$ cat src/rtl/cfg_sched.sv
// Layer-descriptor scheduler: loads a descriptor table over AXI-Stream, then replays it num_iter
// times onto the CFG port, one descriptor outstanding at a time. Optional counters: CFG_SCHED_PERF_EN.
module cfg_sched #(
  parameter int CFG_BW     = 96,
  parameter int MAX_LAYERS = 8,
  parameter int ITER_BW    = 16,
  localparam int LAYER_BW  = $clog2(MAX_LAYERS)
) (
  input  logic                clk,
  input  logic                rstn,
  input  logic                s_axis_desc_tvalid,
  output logic                s_axis_desc_tready,
  input  logic [CFG_BW-1:0]   s_axis_desc_tdata,
  input  logic                s_axis_desc_tlast,
  input  logic                start,
  input  logic                abort,
  input  logic [ITER_BW-1:0]  num_iter,
  output logic                m_axis_cfg_tvalid,
  input  logic                m_axis_cfg_tready,
  output logic [CFG_BW-1:0]   m_axis_cfg_tdata,
  output logic                m_axis_cfg_tlast,
  input  logic                stage_done,
  output logic                busy,
  output logic                done,
  output logic [LAYER_BW:0]   num_layers,
  output logic [LAYER_BW-1:0] cur_layer,
  output logic [ITER_BW-1:0]  cur_iter,
  output logic [31:0]         perf_cycles,
  output logic [31:0]         perf_stalls,
  output logic [1:0]          dbg_state
);

  localparam logic [1:0] ST_IDLE  = 2'd0;
  localparam logic [1:0] ST_ISSUE = 2'd1;
  localparam logic [1:0] ST_WAIT  = 2'd2;
  localparam logic [1:0] ST_DONE  = 2'd3;

  localparam logic [LAYER_BW:0]   NL_ONE   = 1;
  localparam logic [LAYER_BW-1:0] PTR_ONE  = 1;
  localparam logic [LAYER_BW-1:0] PTR_LAST = LAYER_BW'(MAX_LAYERS - 1);
  localparam logic [ITER_BW-1:0]  ITER_ONE = 1;

  logic [1:0]          state_q, state_d;
  logic [LAYER_BW-1:0] wr_ptr_q, wr_ptr_d;
  logic [LAYER_BW:0]   num_layers_q, num_layers_d;
  logic [LAYER_BW-1:0] cur_layer_q, cur_layer_d;
  logic [ITER_BW-1:0]  cur_iter_q, cur_iter_d;
  logic [ITER_BW-1:0]  iter_lim_q, iter_lim_d;
  logic                tvalid_q, tvalid_d;
  logic                tlast_q, tlast_d;
  logic [CFG_BW-1:0]   tdata_q, tdata_d;
  logic                done_q, done_d;

  logic [CFG_BW-1:0]   table_mem [MAX_LAYERS];

  logic                load_fire;
  logic                run_start;
  logic                last_layer;
  logic                last_iter;
  logic [LAYER_BW-1:0] next_layer;
  logic [ITER_BW-1:0]  next_iter;

  // Both streams use AXI semantics: a beat transfers on the edge where valid && ready; the
  // sender holds valid and data stable until then, and ready never waits on valid.
  assign s_axis_desc_tready = rstn && (state_q == ST_IDLE) && !start;
  assign load_fire  = s_axis_desc_tvalid && s_axis_desc_tready;
  assign run_start  = (state_q == ST_IDLE) && start && !abort;
  assign last_layer = ({1'b0, cur_layer_q} == (num_layers_q - NL_ONE));
  assign last_iter  = (cur_iter_q == (iter_lim_q - ITER_ONE));

  always_ff @(posedge clk) begin
    if (load_fire) table_mem[wr_ptr_q] <= s_axis_desc_tdata;
  end

  always_comb begin
    state_d      = state_q;
    wr_ptr_d     = wr_ptr_q;
    num_layers_d = num_layers_q;
    cur_layer_d  = cur_layer_q;
    cur_iter_d   = cur_iter_q;
    iter_lim_d   = iter_lim_q;
    tvalid_d     = tvalid_q;
    tlast_d      = tlast_q;
    tdata_d      = tdata_q;
    done_d       = 1'b0;
    next_layer   = last_layer ? '0 : cur_layer_q + PTR_ONE;
    next_iter    = last_layer ? cur_iter_q + ITER_ONE : cur_iter_q;

    // A table is open while wr_ptr is nonzero; its first beat invalidates the previous table.
    if (load_fire) begin
      if (wr_ptr_q == '0) num_layers_d = '0;
      wr_ptr_d = wr_ptr_q + PTR_ONE;
      if (s_axis_desc_tlast || (wr_ptr_q == PTR_LAST)) begin
        num_layers_d = {1'b0, wr_ptr_q} + NL_ONE;
        wr_ptr_d     = '0;
      end
    end

    case (state_q)
      ST_IDLE: begin
        if (run_start) begin
          if ((num_layers_q == '0) || (num_iter == '0)) begin
            done_d = 1'b1;
          end else begin
            iter_lim_d  = num_iter;
            cur_layer_d = '0;
            cur_iter_d  = '0;
            tdata_d     = table_mem[0];
            tvalid_d    = 1'b1;
            tlast_d     = (num_layers_q == NL_ONE) && (num_iter == ITER_ONE);
            state_d     = ST_ISSUE;
          end
        end
      end
      ST_ISSUE: begin
        if (m_axis_cfg_tready) begin
          tvalid_d = 1'b0;
          state_d  = ST_WAIT;
        end
      end
      ST_WAIT: begin
        if (stage_done) begin
          if (last_layer && last_iter) begin
            done_d  = 1'b1;
            tlast_d = 1'b0;
            state_d = ST_DONE;
          end else begin
            cur_layer_d = next_layer;
            cur_iter_d  = next_iter;
            tdata_d     = table_mem[next_layer];
            tvalid_d    = 1'b1;
            tlast_d     = ({1'b0, next_layer} == (num_layers_q - NL_ONE)) &&
                          (next_iter == (iter_lim_q - ITER_ONE));
            state_d     = ST_ISSUE;
          end
        end
      end
      default: state_d = ST_IDLE;
    endcase

    // Cancel wins over any handshake or stage_done seen in the same cycle; table is untouched.
    if (abort) begin
      state_d  = ST_IDLE;
      tvalid_d = 1'b0;
      tlast_d  = 1'b0;
      done_d   = 1'b0;
    end
  end

  always_ff @(posedge clk or negedge rstn) begin
    if (!rstn) begin
      state_q      <= ST_IDLE;
      wr_ptr_q     <= '0;
      num_layers_q <= '0;
      cur_layer_q  <= '0;
      cur_iter_q   <= '0;
      iter_lim_q   <= '0;
      tvalid_q     <= 1'b0;
      tlast_q      <= 1'b0;
      tdata_q      <= '0;
      done_q       <= 1'b0;
    end else begin
      state_q      <= state_d;
      wr_ptr_q     <= wr_ptr_d;
      num_layers_q <= num_layers_d;
      cur_layer_q  <= cur_layer_d;
      cur_iter_q   <= cur_iter_d;
      iter_lim_q   <= iter_lim_d;
      tvalid_q     <= tvalid_d;
      tlast_q      <= tlast_d;
      tdata_q      <= tdata_d;
      done_q       <= done_d;
    end
  end

`ifdef CFG_SCHED_PERF_EN
  logic [31:0] perf_cycles_q, perf_cycles_d;
  logic [31:0] perf_stalls_q, perf_stalls_d;

  always_comb begin
    perf_cycles_d = perf_cycles_q;
    perf_stalls_d = perf_stalls_q;
    if (run_start) begin
      perf_cycles_d = '0;
      perf_stalls_d = '0;
    end else begin
      if ((state_q != ST_IDLE) && !(&perf_cycles_q)) perf_cycles_d = perf_cycles_q + 32'd1;
      if ((state_q == ST_ISSUE) && !m_axis_cfg_tready && !(&perf_stalls_q))
        perf_stalls_d = perf_stalls_q + 32'd1;
    end
  end

  always_ff @(posedge clk or negedge rstn) begin
    if (!rstn) begin
      perf_cycles_q <= '0;
      perf_stalls_q <= '0;
    end else begin
      perf_cycles_q <= perf_cycles_d;
      perf_stalls_q <= perf_stalls_d;
    end
  end

  assign perf_cycles = perf_cycles_q;
  assign perf_stalls = perf_stalls_q;
`else
  assign perf_cycles = '0;
  assign perf_stalls = '0;
`endif

  assign m_axis_cfg_tvalid = tvalid_q;
  assign m_axis_cfg_tdata  = tdata_q;
  assign m_axis_cfg_tlast  = tlast_q;
  assign busy              = (state_q != ST_IDLE);
  assign done              = done_q;
  assign num_layers        = num_layers_q;
  assign cur_layer         = cur_layer_q;
  assign cur_iter          = cur_iter_q;
  assign dbg_state         = state_q;

endmodule

$ cat config.mk
export PLATFORM = sky130hd
export DESIGN_NAME = cfg_sched
export DESIGN_NICKNAME = d
export VERILOG_FILES = /design/src/rtl/cfg_sched.sv
export SDC_FILE = /design/constraint.sdc
export NUM_CORES = 1
export LEC_CHECK = 0
export BUFFER_PORTS_ARGS = -buffer_cell sky130_fd_sc_hd__buf_2
export CORE_MARGIN = 4
export CORE_UTILIZATION = 45
export DETAILED_ROUTE_END_ITERATION = 10
export PLACE_DENSITY = 0.68
export SYNTH_ARGS = -nofsm -noshare
export SYNTH_HDL_FRONTEND = slang
export SYNTH_SLANG_ARGS = --single-unit
$ cat constraint.sdc
create_clock -name clk -period 19.17 [get_ports clk]
set_input_delay 3.834 -clock clk [delete_from_list [all_inputs] [get_ports clk]]
set_output_delay 3.834 -clock clk [all_outputs]
set_load 0.005 [all_outputs]
Word level (Yosys, flattened, before mapping)
Memory sizes are Yosys's and may differ from the RTL's.
Cells that the tools add are included.
{"block": "word_totals", "register_bits": 143, "ram_bits": 768, "in_bits": 120, "memories": 1}
{"name": "table_mem", "words": 8, "word_bits": 96, "read_ports": 2, "rd_clocked_by_memory_dff": 0, "write_ports": 1, "line": "54", "rtl": "logic [CFG_BW-1:0] table_mem [MAX_LAYERS];"}
{"block": "classes", "n_addsub": 6, "n_eq_ne": 18, "muxes": 48, "n_bitwise": 1, "n_reduce_logical": 27}
{"operator": "96-bit 2-to-1 mux", "n": 4}
{"operator": "96-bit case mux with 2 select lines", "n": 1}
{"operator": "16-bit 2-to-1 mux", "n": 5}
{"operator": "16-bit == test", "n": 2}
{"operator": "16-bit case mux with 2 select lines", "n": 1}
{"operator": "1-bit 2-to-1 mux", "n": 18}
{"operator": "3-bit 2-to-1 mux", "n": 6}
{"operator": "16-bit by 1-bit adder with 16-bit output, second input constant", "n": 1}
{"operator": "16-bit by 1-bit == test with 1-bit output, second input constant", "n": 1}
{"operator": "16-bit zero test", "n": 1}
{"operator": "16-bit by 1-bit subtractor with 16-bit output, second input constant", "n": 1}
{"operator": "3-bit inequality test, second input constant", "n": 5}
{"operator": "2-bit 2-to-1 mux", "n": 6}
{"operator": "3-bit by 4-bit == test with 1-bit output", "n": 2}
{"operator": "1-bit logical AND", "n": 8}
{"operator": "4-bit 2-to-1 mux", "n": 2}
{"operator": "2-bit inequality test, second input constant", "n": 4}
{"operator": "4-bit AND reduction", "n": 2}
{"operator": "3-bit by 1-bit adder with 3-bit output, second input constant", "n": 2}
{"operator": "2-bit case mux with 3 select lines", "n": 1}
{"operator": "3-bit case mux with 2 select lines", "n": 1}
{"operator": "6-bit AND reduction", "n": 1}
{"operator": "2-bit nonzero test", "n": 3}
{"operator": "5-bit AND reduction", "n": 1}
{"operator": "other kinds (18)", "n": 21}

Depth between registers and ports, before layout
Gate-level depths: netlist (run 1).
{"block": "logic_depth", "ltp_word": 9, "mapped_depth": 14, "depth_no_buf": 10}

Worst setup path after synthesis (run 1)
OpenSTA, ideal clock, no wires.
{"block": "synth_timing", "path_type": "input to register", "start": "in rstn", "end": "mem table_mem[0][0] (enable)", "setup_time_ps": 786, "arrival_ps": 13433, "t_required_ps": 18384, "path_slack_ps": 4951, "path_stages": 5, "n_path_buf": 1, "cell_sequence": "nand2_1 nor2_1 nand2_1 clkbuf_1 nor4_1"}
{"block": "synth_between", "elab_chain_cells": 5}
{"item": "start: declaration", "line": "10", "rtl": "input logic rstn,"}
{"item": "1-bit logical AND (2 in series)", "line": "65", "rtl": "assign s_axis_desc_tready = rstn && (state_q == ST_IDLE) && !start;"}
{"item": "net s_axis_desc_tready", "line": "12", "rtl": "output logic s_axis_desc_tready,"}
{"item": "1-bit logical AND", "line": "66", "rtl": "assign load_fire = s_axis_desc_tvalid && s_axis_desc_tready;"}
{"item": "1-bit 2-to-1 mux", "line": "72", "rtl": "if (load_fire) table_mem[wr_ptr_q] <= s_axis_desc_tdata;"}
{"item": "1-bit 2-to-1 mux (not written as such)", "line": "72"}
{"item": "end: declaration", "line": "54"}
The timed path passes the listed nets, and every way through them passes these cells.

Final worst setup path (run 1)
{"block": "layout_timing", "start": "in rstn", "end": "out s_axis_desc_tready"}
{"block": "layout_between", "elab_chain_cells": 2}
{"item": "1-bit logical AND (2 in series)", "line": "65"}
{"item": "end: declaration", "line": "12"}
No other way between the ends.

==> summary.txt, run 1 <==
DP Worst Slack: 10.31 ns
Static Leakage: 15.9 nW
Root Buffer Master: clkbuf_16
Antenna-violating nets left: 0
CP cell instances: buf_6 -> nand2_1 -> nor2_1 -> buf_2
Vias in the first global route: 22606
Hold buffers post-CTS: 0
FP Rows: 106
Die area: 0.0898 mm2
Hold Fails Final Rpt: 0
PortBufs: 245
Multi-input logic area: 0.0107 mm2
Asr flop ratio synth: 15.7%
Yosys warning total: 0
Worst path max stage delay: 0.45 ns
CP required: 15.34 ns
Routed len/inst: 23.7 um
Antenna violations before repair: 29
Largest net degree at the start of global routing: 182
I/O Pins: 310
Routability congestion estimate from global placement: 0.889
Worst Hold Class: register to register
Crit path capture type: output pin
Area growth, synth to finish: 13.9%
Worst setup margin: 10.27 ns
Syn Area/Cell: 15.3 um2
Final period util: 46.4%
Switch Pwr: 2.07 mW
Syn Std Cell Area: 0.0383 mm2
Reg power frac: 40.2%
CP arrival: 5.07 ns
Internal power: 4.13 mW
Min Tclk post-route: 8.90 ns
Combinational Power Share: 30.4%
Slew Limit Fails: 0
DIE HEIGHT: 300 um
Cells after Synth: 2505
All-Layer GR Usage: 20.2%
Initial Utilization: 45.6%
Number of remaining DRC errors: 0
H-tree levels: 3
Vias after detailed routing: 22688
Clock network power share: 29.3%
Number of synthesized flops with an enable pin: 768
Net Sw Frac: 33.4%
Worst Path Max Fanout: 53
Synth unique cells: 71
Ys flop type: edfxtp_1
WL final: 93300 um
MaxCap Viol Count: 0
First-pass GRT wire length: 140000 um
Outcome: finished, final reports clean
Final net count: 2837
CTS resizes: 0
Family with the most delay on the worst path: buffers and inverters
Register Area: 0.0266 mm2
CP Launch Type: input port
Worst slew pin tran: 1.15 ns
Layout cells sized above 1: 21.6%
TritonCTS buffer count: 92
Setup violations, final: 0
Seq cells post-synth: 911
WS Path Type: input port to output pin
Core Box Area: 0.0840 mm2
Pwr dens: 142 mW/mm2
CTS tree: done
Seq/Total Area, Yosys: 69.6%
Initial DRC Count: 2005
Setup repair after global routing missed its margin: no
Slew HR: 23.4%
Max rail drop VDD: 0.174 mV
Fillers: 6785
Worst skew pair latency: 0.66 ns
Clock Skew: 0.0311 ns
DP Wirelength: 51600 um
Number of clock sinks: 911
Crit path buf inv count: 2
Clock Path Buffers: 3
Die width: 300 um
Final setup TNS: 0 ns
Grt total ovfl: 0
Fmax: 112 MHz
Vias per Instance: 5.76
Post-CTS setup buffer count: 0
First-pass DRT Iterations: 5
Worst-path clk slew: 0.06 ns
Critical-path top delay cell: buf_6
-- worst register-to-register path, cell delays in order (launching register included) --
cell      delay, ns
dfrtp_4        1.07
xnor2_1        0.20
a211oi_1       0.55
nand2_1        0.50
nand2_4        0.72
buf_12         0.67
buf_4          1.11
a211oi_1       0.33
a211o_1        0.34
mux2_4         0.26
-- final timing paths --
| kind | from | slack [ns] | endpoint | cells past startpoint |
|---|---|---|---|---|
| worst min register to register | m_axis_cfg_tdata[66] | 0.50 | m_axis_cfg_tdata[66] | 1 |
| worst min-delay path | m_axis_cfg_tdata[66] | 0.50 | m_axis_cfg_tdata[66] | 1 |
| worst max-delay path | rstn | 10.27 | s_axis_desc_tready | 4 |
| min in group asynchronous | rstn | 3.19 | m_axis_cfg_tdata[89] | 1 |
| worst max register to register | cur_layer[0] | 13.30 | m_axis_cfg_tdata[83] | 9 |
| max in group asynchronous | rstn | 14.09 | cur_layer[0] | 3 |
-- power groups by stage --
stage	clock network, mW	registers (mW)	logic [mW]
global route	1.94	2.52	2.04
detailed placement	0	2.53	1.88
finish	1.82	2.50	1.89
CTS	1.85	2.50	1.89
floorplan	0	2.48	1.32
global placement	0	2.53	1.84
-- cells in the final DEF, fill, tap and decap left out, types with 17 or more instances in the layout --
cell type  count
edfxtp_1     768
a211oi_1     312
buf_2        244
mux2i_1      159
nor2b_1      155
dfrtp_1      142
mux2_2       140
a211o_1       97
clkbuf_16     92
nand2_1       70
conb_1        64
nor2_1        63
o21ai_0       48
a22oi_1       38
xnor2_1       30
buf_4         29
nand3_1       22
diode_2       20
clkinv_2      20
inv_1         18
nor3_1        17
-- through the flow --
step	hold slack (ns)	instance area, um2	util (%)	instances	total power [mW]
6_report	0.500	43600	51.9	3938	6.20
5_1_grt	0.518	43500	51.9	3925	6.49
4_1_cts	0.505	43500	51.8	3918	6.24
3_5_place_dp	0.490	40400	48.1	3745	4.41
3_3_place_gp	0.484	40400	48.1	3745	4.37
2_1_floorplan	0.494	38500	-	2568	3.80
-- cell usage after synthesis (7+ instances only) --
cell type  count  area share [%]
a211o_1       97             2.2
a211oi_1     313             6.1
a21oi_1       12            0.16
a221o_1        9            0.24
a22oi_1       38            0.75
buf_1          7           0.069
buf_2         37            0.48
buf_4         64             1.3
clkbuf_1     125             1.2
dfrtp_1      143             9.4
edfxtp_1     768              60
ha_1          12            0.39
inv_1         19            0.19
mux2_2       140             4.1
mux2_4        10            0.39
mux2i_1      159             4.2
nand2_1       72            0.71
nand2b_1       7            0.11
nand3_1       23            0.30
nand4_1        9            0.15
nor2_1        66            0.65
nor2b_1      155             2.5
nor3_1        22            0.29
nor4_1        10            0.16
o211ai_1       7            0.14
o21ai_0       48            0.63
xnor2_1       30            0.69
xor2_1        15            0.34
-- layer usage --
| metal | share of wire (%) | track usage, % | up-vias |
|---|---|---|---|
| met1 | 43 | 27.8 | 11595 |
| met3 | 7.0 | 4.20 | 165 |
| met5 | 0.094 | 0 | - |
| met4 | 2.3 | 6.01 | 12 |
| met2 | 48 | 32.8 | 775 |
| li1 | - | - | 10141 |
-- sequential cells by signal (all words and copies together), names as in the netlist, 2 cells and up --
register,cells
table_mem,768
num_layers,4
cur_iter,16
wr_ptr_q,3
iter_lim_q,16
dbg_state,2
m_axis_cfg_tdata,96
cur_layer,3
-- kinds of logic (layout without fill, tap and decap cells) --
logic type | after synthesis | in the layout | synth area share (%)
DFF | 911 | 911 | 69.6
AOI/OAI and AO/OA | 569 | 569 | 11.2
and+or+nand+nor | 404 | 404 | 5.77
muxes | 309 | 309 | 8.67
buffers and inverters | 254 | 470 | 3.28
xor gates and xnor gates | 45 | 45 | 1.03
adders and majority gates | 12 | 12 | 0.392
other | 1 | 84 | 0.00980
-- cell type report --
cell class                      instances  area share, %
Sequential cell                       911           61.1
Multi-Input combinational cell       1403           24.6
Clock buffer                          112           5.57
Timing Repair Buffer                  278           3.51
Tap cell                             1134           3.26
Clock inverter                         61           1.60
Inverter                               19          0.167
Antenna cell                           20          0.115
Power figures use the tool's default switching activity.
==> run 2, diff against run 1 <==
PLACE_DENSITY = 0.7   (was 0.68)
clock period = 8.1 ns   (was 19.17 ns; I/O delays follow)
==> run 2 against run 1 <==
Core utilization up 0.32 points. Count of clock-buffer cells in the layout up 30. Sequential share of layout area down 0.38 points. Power up 140%. Clock power up 150%. Hold slack better by 0.0049 ns. Routed wire length up 1.9%. Die area unchanged. Critical path type is now register to register. Largest power group unchanged.
==> summary.txt, run 2 (synthesized netlist as in run 1, its figures left out) <==
Die area: 0.0898 mm2
Hold Fails Final Rpt: 0
Routability congestion estimate from global placement: 0.901
Family with the most delay on the worst path: compound AO/OA/AOI/OAI gates
Worst slew pin tran: 1.18 ns
Combinational Power Share: 30.2%
Slew Limit Fails: 0
Final net count: 2837
MaxCap Viol Count: 0
FP Rows: 106
Worst Hold Class: register to register
Worst setup margin: 3.08 ns
CP cell instances: inv_1 -> ha_1 -> xor2_1 -> a221oi_1 -> nor4b_1 -> and4b_1 -> nand4_2 -> nand2_2 -> a21oi_4 -> buf_12 -> buf_4 -> mux2_2
Biggest register: table_mem
Setup repair after global routing missed its margin: no
Commonest cells after routing, fill and taps aside: edfxtp_1 (768), a211oi_1 (312), buf_2 (244)
DIE HEIGHT: 300 um
WHS Path Cells: 1
Slew HR: 21.0%
Fmax: 199 MHz
Core Box Area: 0.0840 mm2
Initial DRC Count: 1719
Cell Count, Final, Fillers Out: 3934
Switch Pwr: 4.97 mW
Die width: 300 um
Worst hold start: m_axis_cfg_tdata[95]
PortBufs: 245
Worst-path clk slew: 0.06 ns
Crit path capture type: register
Hold buffers post-CTS: 0
WL final: 95000 um
Reg power frac: 39.6%
Vias after detailed routing: 22702
Outcome: finished, final reports clean
WS Path Type: register to register
Post-CTS setup buffer count: 0
Worst Hold End: m_axis_cfg_tdata[95]
Setup violations, final: 0
Initial Utilization: 45.6%
Final core utilization: 52.2%
Clock Path Buffers: 3
Layout cells sized above 1: 21.6%
Vias per Instance: 5.77
Worst reg2reg path depth: 12
H-tree levels: 3
Min Tclk post-route: 5.02 ns
DP Wirelength: 50100 um
First-pass GRT wire length: 143000 um
Max rail drop VDD: 0.494 mV
CTS tree: done
Largest net degree at the start of global routing: 205
Pwr dens: 341 mW/mm2
Routed len/inst: 24.1 um
Most common cell after layout, fill and taps aside: edfxtp_1
Worst path max stage delay: 1.00 ns
Worst R2R Start: num_layers[0]
Worst skew pair latency: 0.67 ns
Grt total ovfl: 0
Antenna violations before repair: 20
Static Leakage: 16.1 nW
First-pass DRT Iterations: 5
Net Sw Frac: 33.3%
Clock network power share: 30.2%
CTS resizes: 0
Internal power: 9.96 mW
Antenna-violating nets left: 0
Post-Place Cells: 3741
CP Launch Type: register
CP arrival: 5.57 ns
Worst Path Max Fanout: 59
Clock Skew: 0.0398 ns
Critical-path top delay cell: a21oi_4
Final period util: 62.0%
I/O Pins: 310
Flop-to-flop setup slack: 3.08 ns
Area growth, synth to finish: 14.6%
All-Layer GR Usage: 20.7%
CP required: 8.65 ns
Number of clock sinks: 911
Crit path buf inv count: 3
Worst r2r dst: m_axis_cfg_tdata[56]
TritonCTS buffer count: 96
Number of remaining DRC errors: 0
DP Worst Slack: 2.48 ns
Max reg flops: 768
Vias in the first global route: 22769
Root Buffer Master: clkbuf_16
run 2: changes by cell type in the layout (fill, tap and decap cells not counted), sizes merged:
cell,change
buf,-4
bufinv,-3
clkbuf,+30
clkinv,-14
clkinvlp,-4
diode,-8
inv,-1
run 2: worst max-delay path by stage:
stage	slack, ns	cells after the start	start	end
2_1_floorplan	-1.33	5	rstn	table_mem[4][0]
3_3_place_gp	2.57	11	num_iter[9]	m_axis_cfg_tdata[47]
3_5_place_dp	2.48	11	num_iter[9]	m_axis_cfg_tdata[53]
4_1_cts	3.13	12	num_layers[0]	m_axis_cfg_tdata[56]
5_1_grt	2.83	12	num_layers[0]	m_axis_cfg_tdata[55]
6_report	3.08	12	num_layers[0]	m_axis_cfg_tdata[56]
run 2: routing by layer:
| metal | share of wire (%) | GRT usage, % |
|---|---|---|
| met1 | 42 | 27.9 |
| met2 | 48 | 34.3 |
| met3 | 7.3 | 4.27 |
| met4 | 2.0 | 5.98 |
| met5 | 0.12 | 0 |
run 2: per-stage QoR:
stage / instance area (um2) / hold WS [ns] / TNS (ns) / power, mW
2_1_floorplan: 38500 / 0.494 / -383.52 / 8.99
3_3_place_gp: 40500 / 0.489 / 0 / 10.4
3_5_place_dp: 40500 / 0.491 / 0 / 10.5
4_1_cts: 43800 / 0.508 / 0 / 15.0
5_1_grt: 43800 / 0.514 / 0 / 15.6
6_report: 43800 / 0.505 / 0 / 14.9
run 2: final cells by class:
cell class / count / area [um2]
inverters: 19 / 72.6
fillers: 6705 / 40100
clock buffers: 142 / 2820
well taps: 1134 / 1420
clock inverters: 39 / 527
flip-flops and latches: 911 / 26600
repair buffers: 274 / 1590
diodes: 12 / 30.0
multi-input cells: 1403 / 10800
run 2: power groups by stage:
stage | clock network, mW | logic [mW] | registers (mW)
global placement | 0 | 4.41 | 5.98
global route | 4.81 | 4.87 | 5.95
CTS | 4.60 | 4.54 | 5.91
floorplan | 0 | 3.12 | 5.87
finish | 4.52 | 4.51 | 5.91
detailed placement | 0 | 4.51 | 5.99
==> run 3, diff against run 2 <==
ABC_AREA = 1   (was unset)
clock period = 4.6 ns   (was 8.1 ns; I/O delays follow)
==> run 3 against run 2 <==
Die area decreased by 0.54%. Setup slack worse by 2.4 ns. Routed wire length is 7.7% higher. Largest cell class unchanged. Sequential power up 73%. Critical path depth grew 4. Non-clock buffer count is 23 higher. Global-route usage is 1.6 points higher. First-iteration DRC count grew 61%. Cell count grew 22%. Maximum frequency is 30% higher. Final area down 0.59%. Power increased by 83%.
==> summary.txt, run 3 <==
Outcome: finished, final reports clean
Pwr dens: 627 mW/mm2
PortBufs: 245
Setup repair after global routing missed its margin: no
Ys flop type: edfxtp_1
Reg power frac: 37.4%
Syn Area/Cell: 11.2 um2
First-pass GRT wire length: 155000 um
Synth area leaders: edfxtp_1 (61%), dfrtp_1 (9.4%), nand2_1 (6.9%), o21ai_0 (5.7%), nor2_1 (4.7%)
Cells after Synth: 3393
Hold Fails Final Rpt: 0
Max reg flops: 768
Number of remaining DRC errors: 0
CP Launch Type: register
Clock Path Buffers: 3
H-tree levels: 3
Slew Limit Fails: 0
MaxCap Viol Count: 0
Root Buffer Master: clkbuf_16
Initial Utilization: 45.5%
Cell Count, Final, Fillers Out: 4818
DIE HEIGHT: 299 um
Post-CTS setup buffer count: 0
Die width: 299 um
Combinational Power Share: 34.6%
Fmax: 258 MHz
Largest net degree at the start of global routing: 195
CTS resizes: 0
Internal power: 17.1 mW
Syn Std Cell Area: 0.0381 mm2
Worst skew pair latency: 0.67 ns
CTS tree: done
Final period util: 84.2%
Most common cell after layout, fill and taps aside: edfxtp_1
Hold buffers post-CTS: 0
Worst slew pin tran: 1.11 ns
Grt total ovfl: 0
Max rail drop VDD: 0.525 mV
Slew HR: 26.0%
Net Sw Frac: 37.6%
Asr flop ratio synth: 15.7%
Core Box Area: 0.0837 mm2
Final net count: 3713
Vias after detailed routing: 26922
CP arrival: 4.46 ns
Worst-path clk slew: 0.06 ns
Min Tclk post-route: 3.87 ns
DP Wirelength: 54200 um
Biggest register: table_mem
Most common cell in the synthesized netlist: edfxtp_1
Number of clock sinks: 911
Crit path capture type: register
Clock Skew: 0.0467 ns
Area growth, synth to finish: 14.5%
I/O Pins: 310
Antenna-violating nets left: 0
Antenna violations before repair: 26
Final core utilization: 52.1%
Seq/Total Area, Yosys: 70.0%
Switch Pwr: 10.3 mW
TritonCTS buffer count: 95
Die area: 0.0893 mm2
Layout cells sized above 1: 12.6%
WL final: 102000 um
Synth unique cells: 38
Post-Place Cells: 4618
WS Path Type: register to register
FP Rows: 106
Synth cell count leaders: edfxtp_1 (768), nand2_1 (698), nor2_1 (474)
Vias per Instance: 5.59
Static Leakage: 16.3 nW
Number of synthesized flops with an enable pin: 768
Worst Path Max Fanout: 169
Setup violations, final: 0
CP required: 5.19 ns
Seq cells post-synth: 911
First-pass DRT Iterations: 6
All-Layer GR Usage: 22.3%
Yosys warning total: 0
Yosys top cell area share: 60.6%
Vias in the first global route: 25875
Initial DRC Count: 2763
Clock network power share: 28.0%
Routability congestion estimate from global placement: 0.881
Worst Hold Class: input port to async pin
Commonest cells after routing, fill and taps aside: edfxtp_1 (768), nand2_1 (696), nor2_1 (465)
Routed len/inst: 21.2 um
Area leader, netlist: edfxtp_1
## run 3: changes by cell type in the layout (fill, tap and decap cells not counted), moves of 191 or more
cell,before,now
o21ai_0,48,433
nand2_1,70,696
o22ai_1,4,195
nand3_1,22,239
nor2_1,63,465
a211oi_1,312,1
## run 3: power groups by stage
stage | registers (mW) | clock network (mW) | logic, mW
6_report | 10.2 | 7.66 | 9.45
5_1_grt | 10.3 | 8.15 | 10.5
4_1_cts | 10.2 | 7.79 | 9.44
3_5_place_dp | 10.4 | 0 | 9.38
3_3_place_gp | 10.4 | 0 | 9.25
2_1_floorplan | 10.3 | 0 | 6.30
## run 3: critical path, cell delays in order (launching register included)
cell	delay (ns)
dfrtp_1	0.41
inv_1	0.17
ha_1	0.29
inv_1	0.08
nand2_1	0.05
nand2_1	0.06
nand2_1	0.07
inv_2	0.05
nand3_1	0.34
nand2_4	0.51
buf_12	0.67
o21ai_0	0.29
o22ai_1	0.30
nand2_1	0.09
nand3_1	0.11
nand3_1	0.07
nand2_1	0.11
## run 3: per-stage QoR
step	setup TNS (ns)	setup slack (ns)	power [mW]	instance area, um2	hold WS (ns)
6_report	0	0.726	27.4	43600	0.423
5_1_grt	0	0.458	29.0	43600	0.440
4_1_cts	0	0.795	27.5	43500	0.429
3_5_place_dp	0	0.952	19.8	40400	0.460
3_3_place_gp	0	0.984	19.6	40400	0.460
2_1_floorplan	-546.96	-1.42	16.6	38300	0.453
## run 3: final timing paths
kind	startpoint	endpoint	slack, ns	depth (start not counted)
setup reg to reg	num_layers[0]	m_axis_cfg_tdata[47]	0.73	16
min in group clk	m_axis_cfg_tdata[71]	m_axis_cfg_tdata[71]	0.47	2
max in group asynchronous	rstn	cur_iter[1]	2.76	3
hold / removal	rstn	cur_iter[4]	0.42	2
hold reg to reg	m_axis_cfg_tdata[71]	m_axis_cfg_tdata[71]	0.47	2
setup / recovery	num_layers[0]	m_axis_cfg_tdata[47]	0.73	16
## run 3: layout make-up
| class | instances | area [um2] |
|---|---|---|
| antenna | 20 | 50.0 |
| clock buffer | 133 | 2590 |
| clock inverter | 47 | 569 |
| fill | 7058 | 40100 |
| inverter | 83 | 327 |
| multi-input combinational | 2193 | 10100 |
| sequential | 911 | 26600 |
| tap | 1134 | 1420 |
| timing repair buffer | 297 | 1940 |
## run 3: logic make-up (layout without fill, tap and decap cells)
logic type,after synthesis,after routing,synth area share [%]
xor gates and xnor gates,26,26,0.635
other,1,84,0.00985
adders and majority gates,12,12,0.395
and+or+nand+nor,1446,1446,15.3
buffers and inverters,352,560,4.47
DFF,911,911,70.0
AOI/OAI and AO/OA,644,644,9.17
muxes,1,1,0.0296
## run 3: per-layer routing
metal / vias to the layer above / part of all wire [%] / global-route usage, % / routed length [um]
met4: 8 / 2.9 / 8.62 / 3000
met2: 1343 / 47 / 35.8 / 47600
met3: 176 / 9.4 / 4.34 / 9590
met5: - / 0.052 / 0 / 53
met1: 13159 / 41 / 30.2 / 42000
li1: 12236 / - / - / -
